[config.mk]
export PLATFORM = sky130hd
export DESIGN_NAME = reg_share_arb_flat
export DESIGN_NICKNAME = d
export VERILOG_FILES = /design/src/rtl/reg_arb_pkg.sv /design/src/rtl/reg_share_arb_if.sv /design/src/rtl/reg_share_arb_rr_pick.sv /design/src/rtl/reg_share_arb.sv /design/src/flat_wrapper.sv
export SDC_FILE = /design/constraint.sdc
export NUM_CORES = 1
export LEC_CHECK = 0
export ABC_AREA = 1
export CAP_MARGIN = 20
export CORE_AREA = 4 4 95 97
export DETAILED_ROUTE_END_ITERATION = 6
export DIE_AREA = 0 0 99 101
export PLACE_DENSITY = 0.86
export SETUP_SLACK_MARGIN = 0.05
export SLEW_MARGIN = 30
export SYNTH_ARGS = -nofsm -noshare
export SYNTH_HDL_FRONTEND = slang
export SYNTH_SLANG_ARGS = --single-unit
[constraint.sdc]
create_clock -name clk -period 5.9 [get_ports clk]
set_input_delay 1.77 -clock clk [delete_from_list [all_inputs] [get_ports clk]]
set_output_delay 1.77 -clock clk [all_outputs]
set_load 0.05 [all_outputs]
[src/rtl/reg_arb_pkg.sv]
// reg_arb_pkg: shared constants and round-robin helper for reg_share_arb.
package reg_arb_pkg;
  localparam int CNT_W = 16;
  localparam int DEF_NREQ = 4;
  localparam int DEF_DWIDTH = 32;
  function automatic int rr_next(input int idx, input int n);
    return (idx + 1) % n;
  endfunction
endpackage

[src/rtl/reg_share_arb_if.sv]
// reg_share_arb_if: requester and downstream signals of reg_share_arb.
// grant_cnt_o exists only when REG_ARB_STATS_EN is defined.
interface reg_share_arb_if import reg_arb_pkg::*; #(
  parameter int NREQ = DEF_NREQ,
  parameter int DWIDTH = DEF_DWIDTH
);
  localparam int IDXW = $clog2(NREQ);
  logic [NREQ-1:0] req_i;
  logic [NREQ*DWIDTH-1:0] data_i;
  logic [NREQ-1:0] gnt_o;
  logic out_valid_o;
  logic [DWIDTH-1:0] out_data_o;
  logic [IDXW-1:0] owner_o;
  logic out_ready_i;
`ifdef REG_ARB_STATS_EN
  logic [NREQ*CNT_W-1:0] grant_cnt_o;
`endif
  modport slave (
    input req_i, data_i, out_ready_i,
    output gnt_o, out_valid_o, out_data_o, owner_o
`ifdef REG_ARB_STATS_EN
    , output grant_cnt_o
`endif
  );
  modport master (
    output req_i, data_i, out_ready_i,
    input gnt_o, out_valid_o, out_data_o, owner_o
`ifdef REG_ARB_STATS_EN
    , input grant_cnt_o
`endif
  );
endinterface

[src/rtl/reg_share_arb_rr_pick.sv]
// rr_pick: combinational round-robin picker, first request at or after ptr wins.
module rr_pick #(
  parameter int NREQ = 4,
  parameter int IDXW = $clog2(NREQ)
) (
  input  logic [NREQ-1:0] req_i,
  input  logic [IDXW-1:0] ptr_i,
  output logic [NREQ-1:0] gnt_o,
  output logic [IDXW-1:0] idx_o,
  output logic            any_o
);
  logic [IDXW-1:0] k;
  always_comb begin
    gnt_o = '0;
    idx_o = '0;
    any_o = 1'b0;
    k = '0;
    for (int i = 0; i < NREQ; i++) begin
      k = IDXW'((int'(ptr_i) + i) % NREQ);
      if (!any_o && req_i[k]) begin
        gnt_o[k] = 1'b1;
        idx_o = k;
        any_o = 1'b1;
      end
    end
  end
endmodule

[src/rtl/reg_share_arb.sv]
// reg_share_arb: round-robin arbiter sharing one holding register among NREQ requesters.
// Per-requester saturating grant counters are added when REG_ARB_STATS_EN is defined.
module reg_share_arb import reg_arb_pkg::*; #(
  parameter int NREQ = DEF_NREQ,
  parameter int DWIDTH = DEF_DWIDTH
) (
  input logic clk,
  input logic rst,
  reg_share_arb_if.slave bus
);
  localparam int IDXW = $clog2(NREQ);
  logic valid_q, valid_d;
  logic [DWIDTH-1:0] data_q, data_d;
  logic [IDXW-1:0] owner_q, owner_d, ptr_q, ptr_d, pick_idx;
  logic [NREQ-1:0] pick_gnt;
  logic pick_any, can_take, take;
  logic [DWIDTH-1:0] words [NREQ];
  for (genvar g = 0; g < NREQ; g++) begin : g_words
    assign words[g] = bus.data_i[g*DWIDTH +: DWIDTH];
  end
  rr_pick #(.NREQ(NREQ), .IDXW(IDXW)) u_pick (
    .req_i(bus.req_i),
    .ptr_i(ptr_q),
    .gnt_o(pick_gnt),
    .idx_o(pick_idx),
    .any_o(pick_any)
  );
  always_comb begin
    can_take = !valid_q || bus.out_ready_i;
    take = can_take && pick_any;
    valid_d = take || (valid_q && !bus.out_ready_i);
    data_d = take ? words[pick_idx] : data_q;
    owner_d = take ? pick_idx : owner_q;
    ptr_d = take ? IDXW'(rr_next(int'(pick_idx), NREQ)) : ptr_q;
  end
  always_ff @(posedge clk or posedge rst) begin
    if (rst) begin
      valid_q <= 1'b0;
      data_q <= '0;
      owner_q <= '0;
      ptr_q <= '0;
    end else begin
      valid_q <= valid_d;
      data_q <= data_d;
      owner_q <= owner_d;
      ptr_q <= ptr_d;
    end
  end
  // the reset override keeps grants silent while the empty register would otherwise accept
  assign bus.gnt_o = (take && !rst) ? pick_gnt : '0;
  assign bus.out_valid_o = valid_q;
  assign bus.out_data_o = data_q;
  assign bus.owner_o = owner_q;
`ifdef REG_ARB_STATS_EN
  logic [CNT_W-1:0] cnt_q [NREQ];
  for (genvar g = 0; g < NREQ; g++) begin : g_cnt
    always_ff @(posedge clk or posedge rst) begin
      if (rst) cnt_q[g] <= '0;
      else if (take && pick_gnt[g] && cnt_q[g] != '1) cnt_q[g] <= cnt_q[g] + 1'b1;
    end
    assign bus.grant_cnt_o[g*CNT_W +: CNT_W] = cnt_q[g];
  end
`endif
endmodule
[src/flat_wrapper.sv]
// flat-port wrapper written by rule: the top's interface ports become plain ports
module reg_share_arb_flat import reg_arb_pkg::*;
#(
  parameter int NREQ = DEF_NREQ,
  parameter int DWIDTH = DEF_DWIDTH
)
  (clk, rst, bus_req_i, bus_data_i, bus_out_ready_i, bus_gnt_o, bus_out_valid_o, bus_out_data_o, bus_owner_o);
  reg_share_arb_if #(.NREQ(NREQ), .DWIDTH(DWIDTH)) bus_i ();
  input logic clk;
  input logic rst;
  input wire logic [$bits(bus_i.req_i)-1:0] bus_req_i;
  input wire logic [$bits(bus_i.data_i)-1:0] bus_data_i;
  input wire logic [$bits(bus_i.out_ready_i)-1:0] bus_out_ready_i;
  output wire logic [$bits(bus_i.gnt_o)-1:0] bus_gnt_o;
  output wire logic [$bits(bus_i.out_valid_o)-1:0] bus_out_valid_o;
  output wire logic [$bits(bus_i.out_data_o)-1:0] bus_out_data_o;
  output wire logic [$bits(bus_i.owner_o)-1:0] bus_owner_o;
  assign bus_i.req_i = bus_req_i;
  assign bus_i.data_i = bus_data_i;
  assign bus_i.out_ready_i = bus_out_ready_i;
  assign bus_gnt_o = bus_i.gnt_o;
  assign bus_out_valid_o = bus_i.out_valid_o;
  assign bus_out_data_o = bus_i.out_data_o;
  assign bus_owner_o = bus_i.owner_o;
  reg_share_arb #(.NREQ(NREQ), .DWIDTH(DWIDTH)) u_core (.clk(clk), .rst(rst), .bus(bus_i));
endmodule
; Word level (Yosys, flattened, before mapping)
; Cells that the tools add are included.
[word_totals]
output_inout_bits = 39
inputBits = 135
reg_bits = 37
wordCells = 71
[op_classes]
add_sub_neg = 4
n_reduce_logical = 18
n_mux = 32
magnitude_cmp = 9
n_bitwise = 4
[op_table]
columns = cell, count
row1 = binary-select mux 32 bit (select 2 bit), 1
row2 = two-way mux 32 bit, 2
row3 = two-way mux 4 bit, 5
row4 = "< comparator 2 x 3 -> 1 bit, second input constant", 4
row5 = two-way mux 1 bit, 12
row6 = OR 4 bit, 3
row7 = logical AND 1 bit, 10
row8 = binary-select mux 1 bit (select 2 bit), 4
row9 = demux 1 bit (select 2 bit), 4
row10 = "greater-or-equal comparator 2 x 1 -> 1 bit, second input constant", 4
row11 = two-way mux 2 bit, 4
row12 = zero test 1 bit, 6
row13 = "adder 2 x 1 -> 2 bit, second input constant", 2
row14 = "adder 2 bit, second input constant", 2
row15 = "greater-or-equal comparator 3 bit, second input constant", 1
row16 = NOT 2 -> 3 bit, 1
row17 = logical OR 1 bit, 2

; Depth between registers and ports, before layout
[logic_depth]
ltp_word = 16
ltp_mapped = 17
ltp_nobuf = 15

; Hierarchy
; Synthesis repeated with hierarchy kept, for this count alone.
[hier_totals]
hier_cells = 613
area_unflattened_um2 = 3390.8
[modules_own_cells]
columns = mod, n_inst, seq_area_each_um2, area_per_inst_um2, cells_per_inst
row1 = reg_share_arb, 1, 925.9, 2950.3, 539
row2 = rr_pick, 1, 0.0, 440.4, 74

; Worst setup path before layout
; OpenSTA, ideal clock, no wires.
[synth_path]
path_kind = input-to-output
from = in bus_req_i[1]
to = out bus_gnt_o[2]
setup_slack_ns = 1.123
path_stages = 11
n_path_buf = 1
arrival_ns = 3.007
cell_sequence = nand2_1 > nand2_1 > nand2_2 > nand2_2 > inv_4 > nand4_2 > o21ai_1 > buf_2 > nor2_1 > nand2_1 > inv_1
[synth_between]
elab_chain_cells = 15
[synth_rtl]
columns = element, line_no
row1 = start: declaration, flat_wrapper.sv:11  ; input wire logic [$bits(bus_i.req_i)-1:0] bus_req_i;
row2 = binary-select mux 1 bit (select 2 bit), reg_share_arb_rr_pick.sv:20  ; if (!any_o && req_i[k]) begin
row3 = two-way mux 1 bit (implied by the code), reg_share_arb_rr_pick.sv:20
row4 = two-way mux 1 bit, reg_share_arb_rr_pick.sv:20
row5 = zero test 1 bit, reg_share_arb_rr_pick.sv:20
row6 = logical AND 1 bit, reg_share_arb_rr_pick.sv:20
row7 = two-way mux 1 bit, reg_share_arb_rr_pick.sv:20
row8 = zero test 1 bit, reg_share_arb_rr_pick.sv:20
row9 = logical AND 1 bit, reg_share_arb_rr_pick.sv:20
row10 = two-way mux 1 bit, reg_share_arb_rr_pick.sv:20
row11 = zero test 1 bit, reg_share_arb_rr_pick.sv:20
row12 = logical AND 1 bit, reg_share_arb_rr_pick.sv:20
row13 = two-way mux 1 bit, reg_share_arb_rr_pick.sv:20
row14 = logical AND 1 bit, reg_share_arb.sv:30  ; take = can_take && pick_any;
row15 = logical AND 1 bit, reg_share_arb.sv:50  ; assign bus.gnt_o = (take && !rst) ? pick_gnt : '0;
row16 = two-way mux 4 bit *, reg_share_arb.sv:50
row17 = end: declaration, flat_wrapper.sv:14  ; output wire logic [$bits(bus_i.gnt_o)-1:0] bus_gnt_o;
; Every way passes the cells marked *; elsewhere a longest branch is shown, timed or not. The select of a mux whose other input is x is not followed.

; Worst setup path after layout
[layout_path]
from = in bus_req_i[3]
to = out bus_gnt_o[0]
; Same word-level chain as after synthesis.

==> results_dict.tcl <==
set metrics [dict create \
    yosysTopAreaCellShare_pct 25.8 \
    clk_latency_ns 0.28 \
    final_hold_viol_count 0 \
    rr_startpoint "u_core.ptr_q[0]" \
    critical_path.most_common_cell "inv_1" \
    syn_area_per_cell_um2 5.81 \
    hp-start "u_core.bus.out_data_o[11]" \
    max-vdd-ir-drop_mv 0.399 \
    clockRootBuffer "clkbuf_8" \
    grt_max_degree 65 \
    cts_resized 0 \
    synthTopCellsByArea "dfrtp_1 26%, nand2_1 23%, nand3_1 19%, inv_1 15%, buf_6 4.1%" \
    drt_wl_total_mm 11.1 \
    synthTopCellsByCount "219 x nand2_1, 144 x inv_1, 135 x nand3_1, 37 x dfrtp_1, 13 x buf_6" \
    fin_area_mm2 0.00543 \
    clockPowerShare_pct 4.6 \
    placed_cells 868 \
    synth-seq-area-share_pct 25.8 \
    drive_gt1_share_pct 4.80 \
    synth_cell_types 28 \
    io_pins 174 \
    whs_endpoint "u_core.bus.out_data_o[11]" \
    powerDensity_mw_per_mm2 699 \
    core.rowCount 33 \
    max_freq_mhz 188 \
    critPathKind "input pin to output pin" \
    period_needed_ns 5.33 \
    synth_edf_count 0 \
    dieWidth_um 99 \
    drcViolationCount 0 \
    status "complete, no violations" \
    cp_slowest_cell "clkdlybuf4s50_1" \
    finalCritPeriodShare_pct 90.3 \
    n_antenna_cell 0 \
    path_buf_inv 6 \
    htreeDepth 2 \
    synth_area_leader_cell "dfrtp_1" \
    p_leak_nw 3.06 \
    synth_warnings 0 \
    whs_ns 0.480 \
    first_pass_iters 5 \
    relSlewSlack_pct 56.6 \
    synthArstFlopShare_pct 100 \
    first_iter_violations 196 \
    finalNetCount 913 \
    p_int_mw 1.55 \
    viasPerCell 4.83 \
    drv_cap 0 \
    critPathCaptureType "output pin" \
    p_total_mw 3.80 \
    hold_class "flop to flop" \
    grt_pass1_wl_mm 17.8 \
    grt_pass1_vias 4107 \
    r2r_slack_ns 2.73 \
    slew_violations 0 \
    startpoint_type "input pin" \
    core-area_mm2 0.00813 \
    crit_required_ns 4.13 \
    critPathMaxFanout 6 \
    p_comb_share_pct 82.6 \
    start_util_pct 44.2 \
    clockBufferDepth 2 \
    numCtsBuffers 5 \
    cts_num_sinks 37 \
    cp.arrival_ns 3.56 \
    power_frac_seq_pct 12.8 \
    synth_ff_type "dfrtp_1" \
    antenna_found_initial 0 \
    syn_nets 760 \
    tightestPinTransition_ns 0.651 \
    fin_setup_tns_ns 0 \
    timing.final.ws_setup_ns 0.573 \
    final_util_pct 66.8 \
    hold_depth 2 \
    rsz0062_at_grt "false" \
    setup_viol 0 \
    placed_area_mm2 0.00532 \
    routabilityCongestion 0.875 \
    detailedPlace.worstSlack_ns 0.604 \
    fp.dieArea_mm2 0.0100 \
    wl_per_cell_um 12.7 \
    synthCells 618 \
    r2r-end "u_core.ptr_q[1]" \
    area_delta_synth_final_pct 51.2 \
    yosysMostFrequentCell "nand2_1" \
    crit_chain "clkdlybuf4s50_1 -> inv_1 -> nand2_1 -> nand3_1 -> nand2_2 -> inv_4 -> nand3_4 -> nor2_4 -> inv_1 -> o21ai_0 -> nand2_1 -> inv_1 -> buf_12" \
    grt_usage_pct 21.4 \
    cts_hold_buffers 0 \
    ant_nets 0 \
    io_buffers 173 \
    die_h_um 101 \
    p_switching_mw 2.25 \
    critical-path-top-delay-family "buffers and inverters" \
    worstRegToRegCells 13 \
    post_cts_buffers 0 \
    slowest_delay_ns 0.46 \
    clkTransAtPathRegs_ns 0.07 \
    syn_area_mm2 0.00359 \
    dp_hpwl_mm 8.42 \
    cts_tree "built" \
    overflow 0 \
    via_count 4235 \
    ys_ff_latch 37 \
    switching_share_pct 59.2 \
    skew_ns 0.00516 \
    stdcell_count 876 \
]
-- cells in the final DEF (no fill, tap or decap) --
cell type	Yosys	layout
a21boi_0	1	1
a21oi_1	7	7
buf_12	0	5
buf_16	0	1
buf_4	5	5
clkbuf_8	0	6
clkdlybuf4s50_1	0	169
clkinv_1	1	2
clkinvlp_4	0	1
dfrtp_1	37	37
ha_1	7	7
inv_1	144	143
inv_2	1	1
inv_4	2	2
nand2_1	219	218
nand2_2	6	7
nand3_1	135	135
nand3_2	3	3
nand3_4	2	2
nand4_1	1	1
nand4_2	1	1
nor2_1	4	4
nor2_4	1	1
o21ai_0	6	6
o21ai_1	2	1
o21ai_4	0	2
o21bai_1	1	1
o221ai_1	1	1
o22ai_1	1	1
-- flip-flops by register name, indices dropped and copies added (netlist names) --
name,flops
u_core.bus.out_data_o,32
u_core.bus.owner_o,2
u_core.ptr_q,2
u_core.bus.out_valid_o,1
-- worst max-delay path by stage --
stage / start / endpoint / slack [ns] / depth (start not counted)
detailed placement: bus_req_i[3] / bus_gnt_o[3] / 0.60 / 13
finish: bus_req_i[3] / bus_gnt_o[0] / 0.57 / 13
floorplan: bus_req_i[1] / bus_gnt_o[2] / 1.12 / 11
global placement: bus_req_i[3] / bus_gnt_o[2] / 0.70 / 13
global route: bus_req_i[3] / bus_gnt_o[3] / 0.47 / 13
CTS: bus_req_i[3] / bus_gnt_o[3] / 0.60 / 13
-- power groups by stage --
stage	logic (mW)	registers [mW]	clock network, mW
6_report	3.14	0.484	0.176
5_1_grt	3.48	0.501	0.195
4_1_cts	3.09	0.483	0.182
3_5_place_dp	3.08	0.485	0
3_3_place_gp	3.00	0.479	0
2_1_floorplan	2.09	0.880	0
-- worst min-delay path, delay by kind of cell, from the launching register on --
kind             cells  cell delay (ns)
DFF                  1             0.34
and+or+nand+nor      2             0.11
-- cells by family (layout without fill, tap and decap cells) --
family,after synthesis,in the layout,synth area share (%)
DFF,37,37,25.8
buffers and inverters,182,335,22.8
adders and majority gates,7,7,2.44
AOI/OAI and AO/OA,20,20,3.17
and+or+nand+nor,372,372,45.8
-- layout make-up --
cell class | instances | area, um^2
tap | 105 | 131
multi-input combinational | 399 | 1870
timing repair buffer | 180 | 1860
clock buffer | 6 | 82.6
clock inverter | 1 | 7.51
inverter | 148 | 561
sequential | 37 | 926
fill | 719 | 2700
-- metal layers --
metal	GRT usage, %	part of all wire (%)
met1	24.5	40
met2	39.0	51
met3	5.05	7.5
met4	7.14	1.6
met5	0	0
Power figures use the tool's default switching activity.
